<file path="src/rtl/exec_unit.sv">
`default_nettype none
// ============================================================================
// Module : exec_unit
// Execute stage: single-cycle RV32I ALU plus an iterative RV32M mul/div unit
// behind valid/ready handshakes on both sides.
// Rev    : 1.0  initial release
// ============================================================================
module exec_unit #(
  parameter int XLEN     = 32,
  parameter int ENABLE_M = 1
) (
  input  logic            clk,
  input  logic            reset,
  input  logic            in_valid,
  output logic            in_ready,
  input  logic [4:0]      op_i,
  input  logic [XLEN-1:0] a_i,
  input  logic [XLEN-1:0] b_i,
  input  logic [XLEN-1:0] pass_i,
  output logic            out_valid,
  input  logic            out_ready,
  output logic [XLEN-1:0] y_o,
  output logic [XLEN-1:0] pass_o,
  output logic            illegal_o,
  output logic            busy_o
);

  localparam int               c_shamt_w  = $clog2(XLEN);
  localparam logic [c_shamt_w-1:0] c_cnt_last = c_shamt_w'(XLEN - 1);

  typedef enum logic [1:0] {
    ST_IDLE   = 2'd0,
    ST_MULDIV = 2'd1,
    ST_DONE   = 2'd2
  } state_t;

  state_t r_state, w_state_nxt;

  logic                 w_accept, w_is_alu, w_is_m;
  logic [c_shamt_w-1:0] w_shamt;
  logic [XLEN-1:0]      w_alu_y;

  assign in_ready = (r_state == ST_IDLE) && (!out_valid || out_ready);
  assign w_accept = in_valid && in_ready;
  assign busy_o   = (r_state == ST_MULDIV);
  assign w_is_alu = (op_i <= 5'd10);
  assign w_is_m   = (ENABLE_M != 0) && (op_i[4:3] == 2'b10);
  assign w_shamt  = b_i[c_shamt_w-1:0];

  always_comb begin
    w_alu_y = '0;
    case (op_i)
      5'd0, 5'd10: w_alu_y = a_i + b_i;
      5'd1:        w_alu_y = a_i - b_i;
      5'd2:        w_alu_y = a_i << w_shamt;
      5'd3:        w_alu_y = {{(XLEN-1){1'b0}}, $signed(a_i) < $signed(b_i)};
      5'd4:        w_alu_y = {{(XLEN-1){1'b0}}, a_i < b_i};
      5'd5:        w_alu_y = a_i ^ b_i;
      5'd6:        w_alu_y = a_i >> w_shamt;
      5'd7:        w_alu_y = $signed(a_i) >>> w_shamt;
      5'd8:        w_alu_y = a_i | b_i;
      5'd9:        w_alu_y = a_i & b_i;
      default:     w_alu_y = '0;
    endcase
  end

  // Operand preparation: magnitudes plus the sign flags the op needs.
  logic            w_div_op, w_a_signed, w_b_signed, w_a_neg, w_b_neg;
  logic [XLEN-1:0] w_a_mag, w_b_mag;

  assign w_div_op   = op_i[2];
  assign w_a_signed = w_div_op ? !op_i[0] : (op_i[1:0] == 2'b01 || op_i[1:0] == 2'b10);
  assign w_b_signed = w_div_op ? !op_i[0] : (op_i[1:0] == 2'b01);
  assign w_a_neg    = w_a_signed && a_i[XLEN-1];
  assign w_b_neg    = w_b_signed && b_i[XLEN-1];
  assign w_a_mag    = w_a_neg ? -a_i : a_i;
  assign w_b_mag    = w_b_neg ? -b_i : b_i;

  logic [XLEN-1:0]      r_hi, r_lo, r_mcand;
  logic [c_shamt_w-1:0] r_cnt;
  logic                 r_is_div, r_sel, r_neg_main, r_neg_rem;

  // Multiply keeps {acc, multiplier} in {r_hi, r_lo}; divide keeps {rem, quotient}.
  logic [XLEN:0] w_mul_acc, w_div_shift, w_div_diff;

  assign w_mul_acc   = r_lo[0] ? ({1'b0, r_hi} + {1'b0, r_mcand}) : {1'b0, r_hi};
  assign w_div_shift = {r_hi, r_lo[XLEN-1]};
  assign w_div_diff  = w_div_shift - {1'b0, r_mcand};

  logic [2*XLEN-1:0] w_prod;
  logic [XLEN-1:0]   w_quo, w_rem, w_md_y;

  assign w_prod = r_neg_main ? -{r_hi, r_lo} : {r_hi, r_lo};
  assign w_quo  = r_neg_main ? -r_lo : r_lo;
  assign w_rem  = r_neg_rem  ? -r_hi : r_hi;
  assign w_md_y = r_is_div ? (r_sel ? w_rem : w_quo)
                           : (r_sel ? w_prod[2*XLEN-1:XLEN] : w_prod[XLEN-1:0]);

  always_ff @(posedge clk) begin
    if (reset) r_state <= ST_IDLE;
    else       r_state <= w_state_nxt;
  end

  always_comb begin
    w_state_nxt = r_state;
    case (r_state)
      ST_IDLE:   if (w_accept && w_is_m) w_state_nxt = ST_MULDIV;
      ST_MULDIV: if (r_cnt == c_cnt_last) w_state_nxt = ST_DONE;
      ST_DONE:   w_state_nxt = ST_IDLE;
      default:   w_state_nxt = ST_IDLE;
    endcase
  end

  always_ff @(posedge clk) begin
    if (reset) begin
      y_o        <= '0;
      pass_o     <= '0;
      out_valid  <= 1'b0;
      illegal_o  <= 1'b0;
      r_hi       <= '0;
      r_lo       <= '0;
      r_mcand    <= '0;
      r_cnt      <= '0;
      r_is_div   <= 1'b0;
      r_sel      <= 1'b0;
      r_neg_main <= 1'b0;
      r_neg_rem  <= 1'b0;
    end else begin
      if (w_accept) pass_o <= pass_i;
      case (r_state)
        ST_IDLE: begin
          if (w_accept) begin
            if (w_is_m) begin
              out_valid  <= 1'b0;
              r_cnt      <= '0;
              r_hi       <= '0;
              r_lo       <= w_div_op ? w_a_mag : w_b_mag;
              r_mcand    <= w_div_op ? w_b_mag : w_a_mag;
              r_is_div   <= w_div_op;
              r_sel      <= w_div_op ? op_i[1] : (op_i[1:0] != 2'b00);
              // Divide by zero keeps an all-ones quotient regardless of sign.
              r_neg_main <= (w_a_neg ^ w_b_neg) && !(w_div_op && (b_i == '0));
              r_neg_rem  <= w_div_op && w_a_neg;
            end else begin
              out_valid <= 1'b1;
              y_o       <= w_is_alu ? w_alu_y : '0;
              illegal_o <= !w_is_alu;
            end
          end else if (out_ready) begin
            out_valid <= 1'b0;
          end
        end
        ST_MULDIV: begin
          r_cnt <= r_cnt + c_shamt_w'(1);
          if (r_is_div) begin
            if (!w_div_diff[XLEN]) begin
              r_hi <= w_div_diff[XLEN-1:0];
              r_lo <= {r_lo[XLEN-2:0], 1'b1};
            end else begin
              r_hi <= w_div_shift[XLEN-1:0];
              r_lo <= {r_lo[XLEN-2:0], 1'b0};
            end
          end else begin
            {r_hi, r_lo} <= {w_mul_acc, r_lo[XLEN-1:1]};
          end
        end
        ST_DONE: begin
          y_o       <= w_md_y;
          illegal_o <= 1'b0;
          out_valid <= 1'b1;
        end
        default: ;
      endcase
    end
  end

endmodule
`default_nettype wire
</file>
<file path="config.mk">
export PLATFORM = sky130hd
export DESIGN_NAME = exec_unit
export DESIGN_NICKNAME = d
export VERILOG_FILES = /design/src/rtl/exec_unit.sv
export SDC_FILE = /design/constraint.sdc
export NUM_CORES = 1
export LEC_CHECK = 0
export ABC_AREA = 1
export BUFFER_PORTS_ARGS = -buffer_cell sky130_fd_sc_hd__buf_2
export CAP_MARGIN = 25
export CORE_ASPECT_RATIO = 0.5
export CORE_MARGIN = 3
export CORE_UTILIZATION = 29
export DETAILED_ROUTE_END_ITERATION = 7
export MAX_ROUTING_LAYER = met4
export PLACE_DENSITY = 0.43
export SKIP_CTS_REPAIR_TIMING = 1
export SYNTH_ARGS = -nofsm -noshare
export SYNTH_HDL_FRONTEND = slang
export SYNTH_SLANG_ARGS = --single-unit
</file>
<file path="constraint.sdc">
create_clock -name clk -period 6.6 [get_ports clk]
set_input_delay 0.33 -clock clk [delete_from_list [all_inputs] [get_ports clk]]
set_output_delay 0.33 -clock clk [all_outputs]
set_load 0.1 [all_outputs]
</file>
Yosys cells after proc, flatten, opt, wreduce, memory -nomap -nowiden
Index checks and enable logic that the tools add are counted.
{"block": "totals", "ff_bits": 173, "wordCells": 123, "output_inout_bits": 68, "input_bits": 105}
{"block": "classes", "magnitude_cmp": 3, "eq_ne": 22, "bitwise": 4, "add_sub_neg": 10, "mux": 42, "shifts": 3, "n_reduce_logical": 26}
{"operator": "32-bit 2-to-1 mux", "n": 19}
{"operator": "32-bit case mux with 10 select lines", "n": 1}
{"operator": "32-bit case mux with 2 select lines", "n": 3}
{"operator": "32-bit negator", "n": 4}
{"operator": "32-bit less-than comparator", "n": 2}
{"operator": "64-bit 2-to-1 mux", "n": 1}
{"operator": "64-bit negator", "n": 1}
{"operator": "32-bit by 32-bit adder with 33-bit output", "n": 1}
{"operator": "33-bit 2-to-1 mux", "n": 1}
{"operator": "33-bit by 32-bit subtractor with 33-bit output", "n": 1}
{"operator": "32-bit adder", "n": 1}
{"operator": "32-bit AND", "n": 1}
{"operator": "32-bit logical NOT", "n": 1}
{"operator": "32-bit OR", "n": 1}
{"operator": "32-bit by 5-bit left shift with 32-bit output", "n": 1}
{"operator": "32-bit by 5-bit right shift with 32-bit output", "n": 1}
{"operator": "32-bit by 5-bit >>> shifter with 32-bit output", "n": 1}
{"operator": "32-bit subtractor", "n": 1}
{"operator": "32-bit XOR", "n": 1}
{"operator": "5-bit by 3-bit == test with 1-bit output, second input constant", "n": 4}
{"operator": "5-bit by 4-bit == test with 1-bit output, second input constant", "n": 3}
{"operator": "5-bit by 2-bit == test with 1-bit output, second input constant", "n": 2}
{"operator": "5-bit 2-to-1 mux", "n": 2}
{"operator": "5-bit case mux with 2 select lines", "n": 1}
{"operator": "23 further kinds", "n": 55}

Longest topological paths before layout
Gate-level depths: netlist of the first run.
{"block": "depth", "depth_word": 9, "mapped_depth": 22, "depth_no_buf": 21}

Worst setup path after synthesis of the first run
Ideal clock, no wire load.
{"block": "synth_timing", "kind": "input to register", "startpoint": "input port b_i[3]", "endpoint": "register y_o[24]", "path_stages": 21, "path_buffers": 3, "arrival_ns": 2.626, "setup_slack_ns": 3.865, "t_required_ns": 6.491, "setup_ns": 0.109, "path_cell_list": "buf_4 clkinv_1 buf_2 buf_1 ha_1 inv_1 nand3_1 nand2_1 nand2_1 nand3_1 nand2_1 nand2_1 nand2_1 nand2_1 nand2_1 nand3_1 nand3_1 nand2_1 nand3_1 nand2_1 inv_1"}
{"block": "synth_between", "elab_chain_cells": 6, "word_cells_on_any_way": 10, "cone_classes": "2 x add/sub; 3 x shift; 5 x mux"}
{"item": "start: declaration", "line": "18", "text": "input logic [XLEN-1:0] b_i,"}
{"item": "32-bit subtractor, or another cell as far along", "line": "54", "text": "5'd1: w_alu_y = a_i - b_i;"}
{"item": "32-bit case mux with 10 select lines (*)", "line": "52", "text": "case (op_i)"}
{"item": "32-bit 2-to-1 mux (*)", "line": "146", "text": "y_o <= w_is_alu ? w_alu_y : '0;"}
{"item": "32-bit 2-to-1 mux (*)", "line": "133", "text": "if (w_is_m) begin"}
{"item": "32-bit 2-to-1 mux (*)", "line": "132", "text": "if (w_accept) begin"}
{"item": "32-bit case mux with 2 select lines (*)", "line": "130", "text": "case (r_state)"}
{"item": "end signal: assignment", "line": "146"}
{"item": "end signal: assignment", "line": "168", "text": "y_o <= w_md_y;"}
{"item": "end: declaration", "line": "22", "text": "output logic [XLEN-1:0] y_o,"}
Mark *: on every way between the ends. The rest lies on a longest branch, timed or not. The select of a mux whose other input is x is not followed.
A chain may end at the register's enable or synchronous reset.

Worst setup path after layout of the first run
{"block": "layout_timing", "startpoint": "register r_state[1]", "endpoint": "register r_cnt[2]"}
{"block": "layout_between", "elab_chain_cells": 5, "word_cells_on_any_way": 9, "cone_classes": "3 x eq/ne; 1 x mux; 5 x reduce/logical"}
{"item": "start: declaration", "line": "37", "text": "state_t r_state, w_state_nxt;"}
{"item": "start signal: assignment", "line": "101", "text": "else r_state <= w_state_nxt;"}
{"item": "2-bit logical NOT", "line": "43, 130"}
{"item": "1-bit logical AND", "line": "43", "text": "assign in_ready = (r_state == ST_IDLE) && (!out_valid || out_ready);"}
{"item": "1-bit logical AND", "line": "44", "text": "assign w_accept = in_valid && in_ready;"}
{"item": "2-bit inequality test (no source line)"}
{"item": "3-bit AND reduction (no source line)"}
{"item": "end signal: assignment", "line": "154", "text": "r_cnt <= r_cnt + c_shamt_w'(1);"}
{"item": "end: declaration", "line": "80", "text": "logic [c_shamt_w-1:0] r_cnt;"}
Parallel ways exist; a longest one is shown, timed or not.

==> reports/metrics.yaml, run 1 <==
fmax_ghz: 0.2523
grt_pass1_wl_mm: 241.9
path_class: "reg2reg"
critPathTopFamily: "buffers and inverters"
core_area_um2: 93310
die_w_um: 440.7
yosysWarnings: 0
drc_errors: 0
initial_core_util: 0.2937
insertion_delay_ps: 510
worst-path-max-fanout: 57
layout_commonest_cell: "nand2_1"
seq_area_frac_synth: 0.1264
cp_slowest_cell: "dfxtp_1"
route.antenna.remaining_nets: 0
synth-edff-count: 0
cts_root_buf: "clkbuf_16"
syn_area_um2: 27400
holdWs_ps: 70.69
arrival_ps: 4350
worst_path_most_repeated_cell: "inv_2"
wl_per_cell_um: 26.66
p_leak_nw: 14.59
outcome: "finished clean"
die_h_um: 223.4
area_growth_pct: 8.653
cp_num_buf_inv: 6
fin_crit_ps: 3964
num_vias: 36279
drt_iter0_drc: 4582
clock_skew_ps: 15.13
synth_top_area_frac: 0.2096
required_ps: 6990
drive_gt1_frac: 0.06998
ios: 173
ir_worst_vdd_mv: 0.2399
hp-class: "in2reg"
drv_slew: 0
worst_setup_path_start_kind: "flop"
crit_chain: "inv_2 -> nand3_1 -> inv_2 -> nand2_4 -> inv_2 -> nand2_2 -> a21oi_4 -> buf_4 -> inv_2 -> buf_4 -> nand2_1 -> a221oi_1"
crit_path_max_incr_delay_ps: 720
post-place-cells: 6352
firstDrtPassIters: 7
antenna_found_initial: 7
first_global_vias: 32997
grt_max_degree: 90
p_sw_frac: 0.5395
dp_hpwl_mm: 140.2
cts_num_sinks: 173
clk_pin_slew_ps: 80
core.rowCount: 79
via_per_inst: 5.677
grtUsageTotal: 0.3453
relSlewSlack: 0.2984
dieArea_um2: 98430
yosysUniqueCellTypes: 58
final_cell_count_no_fill: 6390
hold_violations: 0
synth-main-ff-cell: "dfxtp_1"
intPower_mw: 2.249
grt_overflow: 0
rsz0062_at_grt: "false"
fillCellCount: 10945
gp_congestion: 1.024
drv_cap: 0
yosys.area.top_type: "nand2_1"
io_buffers: 172
cts_max_path_buffers: 2
regArea_um2: 3466
min_period_over_period: 0.6006
cts_tree: "done"
tightest_slew_ps: 1046
setup_violations: 0
crit_path_end_kind: "flop"
synth.area.top_cells: "nand2_1 21%, dfxtp_1 13%, nand3_1 12%"
pwr-share-clk: 0.222
cts_buffers: 17
synth_cells: 5101
comb_power_share: 0.534
layout.nets: 5400
htree_num_levels: 4
multi_input_area_um2: 20830
drt_wl_total_mm: 170.3
syn_nets: 5384
pwr_density_cell_nw_per_um2: 164.0
ys_seq_elements: 173
layout_common_cells: "1530 x nand2_1, 635 x nand3_1, 538 x inv_1"
syn_area_per_cell_um2: 5.372
seq_power_share: 0.245
power_switching_mw: 2.634
async_flop_share: 0
setup_tns_ps: 0
## worst reg2reg max path: stages, from the launching register on
cell and delay [ps]:
dfxtp_1 720, inv_2 100, nand3_1 120, inv_2 50, nand2_4 330, inv_2 400, nand2_2 570, a21oi_4 90
buf_4 280, inv_2 120, buf_4 600, nand2_1 170, a221oi_1 290
## registers in the layout, summed over array words and instances, names as in the netlist
signal,flops
y_o,32
r_neg_main,1
r_neg_rem,1
r_state,2
r_sel,1
pass_o,32
illegal_o,1
r_is_div,1
r_lo,32
r_hi,32
r_cnt,5
out_valid,1
r_mcand,32
## routing by layer
metal	GRT usage	share of wire	up-vias
met2	0.4996	0.42	1825
met1	0.4865	0.46	17304
met4	0.1114	0.035	0
met5	-	0	-
met3	0.05312	0.084	260
li1	-	-	16890
## cells in the mapped netlist (14+ instances only)
cell type / n
a21oi_1: 441
a221oi_1: 14
a31oi_1: 24
buf_1: 26
buf_2: 65
buf_4: 18
clkbuf_1: 100
dfxtp_1: 173
ha_1: 174
inv_1: 539
inv_2: 25
nand2_1: 1530
nand2_2: 20
nand3_1: 635
nand3b_1: 19
nand4_1: 70
nor2_1: 460
nor3_1: 58
o211ai_1: 67
o21a_1: 19
o21ai_0: 343
o21ai_1: 28
o21bai_1: 14
o22ai_1: 15
or2_2: 23
xor2_1: 65
## power by group through the flow
stage               Combinational [mW]  Clock (mW)  Sequential [mW]
finish                            2.61        1.08             1.19
global route                      2.79        1.14             1.20
CTS                               2.54        1.11             1.19
detailed placement                2.53           0             1.22
global placement                  2.54           0             1.22
floorplan                         1.45           0             1.39
## cell type report
type	instances	share of cell area
clock inverters	15	0.005715
diodes	5	0.0004203
well taps	1255	0.05274
clock buffers	17	0.01429
flip-flops and latches	173	0.1164
repair buffers	210	0.03883
inverters	571	0.07207
multi-input cells	4144	0.6995
## per-stage QoR
| step | utilization | cell area [um2] | power [mW] | setup WS, ps |
|---|---|---|---|---|
| 2_1_floorplan | - | 27400 | 2.837 | 3865 |
| 3_3_place_gp | 0.3124 | 29150 | 3.758 | 2609 |
| 3_5_place_dp | 0.3124 | 29150 | 3.743 | 2525 |
| 4_1_cts | 0.3188 | 29740 | 4.840 | 2506 |
| 5_1_grt | 0.3190 | 29770 | 5.136 | 2334 |
| 6_report | 0.3191 | 29770 | 4.883 | 2636 |
## kinds of logic (layout without fill, tap and decap cells)
logic type,count (synthesis),after routing,share of synthesized area
fa+ha+maj,178,178,0.08237
xor+xnor,78,78,0.02493
flops,173,173,0.1264
other cells,0,5,0
compound gates,1011,1011,0.2029
buf+inv,784,813,0.1139
simple gates,2877,2877,0.4495
## worst paths after layout
kind,start,end,slack [ps],depth (start not counted)
max reg2reg,r_state[1],r_cnt[2],2640,12
min,pass_i[2],pass_o[2],70,3
min reg2reg,r_cnt[3],r_cnt[3],460,2
max,r_state[1],r_cnt[2],2640,12
(Power assumes the default switching activity.)
==> run 2, diff against run 1 <==
--- a/config.mk
+++ b/config.mk
@@ -5,7 +5,7 @@
 export SDC_FILE = /design/constraint.sdc
 export NUM_CORES = 1
 export LEC_CHECK = 0
-export ABC_AREA = 1
+export ABC_AREA = 0
 export BUFFER_PORTS_ARGS = -buffer_cell sky130_fd_sc_hd__buf_2
 export CAP_MARGIN = 25
 export CORE_ASPECT_RATIO = 0.5
==> constraint.sdc (replaced) <==
create_clock -name clk -period 4 [get_ports clk]
set_input_delay 0.2 -clock clk [delete_from_list [all_inputs] [get_ports clk]]
set_output_delay 0.2 -clock clk [all_outputs]
set_load 0.1 [all_outputs]
==> run 2 against run 1 <==
  * Clock-buffer cell count increased by 1
  * Critical endpoint is now r_hi[31]
  * Maximum frequency grew 6.4%
  * Synthesized area shrank 14%
  * Critical path depth rose by 1
  * Sequential power up 62%
  * First-iteration DRC count decreased by 37%
  * Clock power grew 64%
  * Register-to-register slack worse by 2400 ps
  * Worst setup slack worse by 2400 ps
  * Critical path type unchanged
  * Routed wire length decreased by 30%
==> reports/metrics.yaml, run 2 <==
fmax_ghz: 0.2685
outcome: "finished clean"
synth.area.top_cells: "dfxtp_1 15%, ha_1 9.2%, a21oi_1 7.3%"
comb_power_share: 0.484
fin_crit_ps: 3725
cp_num_buf_inv: 1
die_w_um: 409.5
setup_violations: 0
clk_pin_slew_ps: 80
drive_gt1_frac: 0.1443
pwr_density_cell_nw_per_um2: 261.9
setup_ws_ps: 275.0
via_per_inst: 5.810
gp_congestion: 1.011
cts_max_path_buffers: 2
ys_seq_elements: 173
layout_commonest_cell: "nand2_1"
arrival_ps: 4080
p_sw_frac: 0.4551
layout.nets: 3827
worst-path-max-fanout: 9
ios: 173
seq_power_share: 0.269
io_buffers: 172
setup_tns_ps: 0
wl_per_cell_um: 25.65
drt_wl_total_mm: 119.1
pwr-share-clk: 0.247
seq_area_frac_synth: 0.1467
die_h_um: 207.8
power_switching_mw: 3.264
grt-busiest-layer: "met2"
yosys.area.top_type: "dfxtp_1"
cts_buffers: 17
async_flop_share: 0
antenna_found_initial: 2
rsz0062_at_grt: "false"
synth_cells: 3389
drv_cap: 0
grt_use_met3: 0.04610
intPower_mw: 3.909
min_period_over_period: 0.9313
core_area_um2: 80010
synth_common_cells: "389 x nand2_1, 344 x a21oi_1, 323 x nor2_1"
synth-main-ff-cell: "dfxtp_1"
core.rowCount: 73
crit_path_max_incr_delay_ps: 420
drv_slew: 0
post-place-cells: 4578
ir_worst_vdd_mv: 0.3289
power_mw: 7.172
area_growth_pct: 16.02
critPathTopFamily: "compound AO/OA/AOI/OAI gates"
holdWs_ps: 154.7
num_vias: 26977
num_antenna_cells: 0
path_class: "reg2reg"
synth_top_area_frac: 0.1467
p_leak_nw: 11.04
dp_hpwl_mm: 93.60
initial_core_util: 0.2951
yosysWarnings: 0
crit_path_end_kind: "flop"
grt_pass1_wl_mm: 173.4
insertion_delay_ps: 470
htree_num_levels: 4
route.antenna.remaining_nets: 0
layout_common_cells: "388 x nand2_1, 343 x a21oi_1, 318 x nor2_1"
hp-class: "in2reg"
grt_overflow: 0
grt_max_degree: 82
final_cell_count_no_fill: 4643
drc_errors: 0
required_ps: 4360
firstDrtPassIters: 8
cp_slowest_cell: "dfxtp_1"
yosysMostFrequentCell: "nand2_1"
dieArea_um2: 85080
tightest_slew_ps: 1058
cts_num_sinks: 173
cts_tree: "done"
first_global_vias: 24906
clock_skew_ps: 12.65
synth-edff-count: 0
relSlewSlack: 0.2745
drt_iter0_drc: 2881
syn_area_per_cell_um2: 6.966
gr-usage-met1: 0.3979
syn_area_um2: 23610
use_met2: 0.4059
cts_root_buf: "clkbuf_16"
grtUsageTotal: 0.2759
hold_violations: 0
yosysUniqueCellTypes: 89
place_ws_ps: 8.461
syn_nets: 3672
crit_chain: "ha_1 -> fa_1 -> a21oi_1 -> a21o_1 -> o2bb2ai_1 -> o21ai_0 -> buf_4 -> a31oi_1 -> a31oi_2 -> o41a_1 -> o21ai_0 -> a21oi_1 -> o221a_2"
worst_setup_path_start_kind: "flop"
[run 2: changes by cell type after synthesis, moves of 45 or more]
cell and change:
buf_2 -55, nor2_1 -137, mux2i_1 +124, nand3_1 -584, xnor2_1 +124, a21oi_1 -97, inv_1 -360, a211oi_1 +75
nand2_1 -1141, a21o_1 +45, clkbuf_1 +124, o21ai_0 -93, nand4_1 -46
[run 2: power groups by stage]
stage          clock [mW]  combinational [mW]  sequential (mW)
5_1_grt              1.88                3.72             1.94
6_report             1.77                3.47             1.93
3_5_place_dp            0                3.36             1.97
4_1_cts              1.81                3.38             1.93
2_1_floorplan           0                1.96             2.19
3_3_place_gp            0                3.37             1.97
[run 2: through the flow]
step	util	area, um2
after CTS	0.3379	27040
after global routing	0.3423	27390
after floorplan	-	23620
final	0.3423	27390
after global placement	0.3304	26430
after detailed placement	0.3305	26440
[run 2: final cells by class]
cell class	instances	area [um2]
Clock inverter	13	152.6
Clock buffer	18	439.2
Sequential cell	173	3468
Fill cell	8719	52620
Timing Repair Buffer	403	2775
Inverter	180	675.6
Tap cell	1087	1360
Multi-Input combinational cell	2769	18520
[run 2: tightest hold or removal path: stages]
cell and delay (ps):
buf_2 90, nor3_1 40, nor2_1 80, nor2_1 50, nor3_1 110
[run 2: layer usage]
metal	wire, um	vias to the layer above
met2	50960	1060
met4	1757	0
met3	9505	92
met1	56850	13182
met5	0	-
li1	-	12643
[run 2: path summary, 6_finish.rpt]
kind / from / end / slack, ps / cells after the start
worst max-delay path: r_hi[0] / r_hi[31] / 270 / 13
worst min-delay path: out_ready / out_valid / 150 / 5
worst max register to register: r_hi[0] / r_hi[31] / 270 / 13
worst min register to register: pass_o[23] / pass_o[23] / 450 / 2
[run 2: cell families after synthesis]
group / Yosys count / synth area share
compound gates: 1174 / 0.3204
simple gates: 1049 / 0.2019
buf+inv: 447 / 0.07223
xor+xnor: 189 / 0.07012
mux: 179 / 0.09312
fa+ha+maj: 178 / 0.09561
flops: 173 / 0.1467
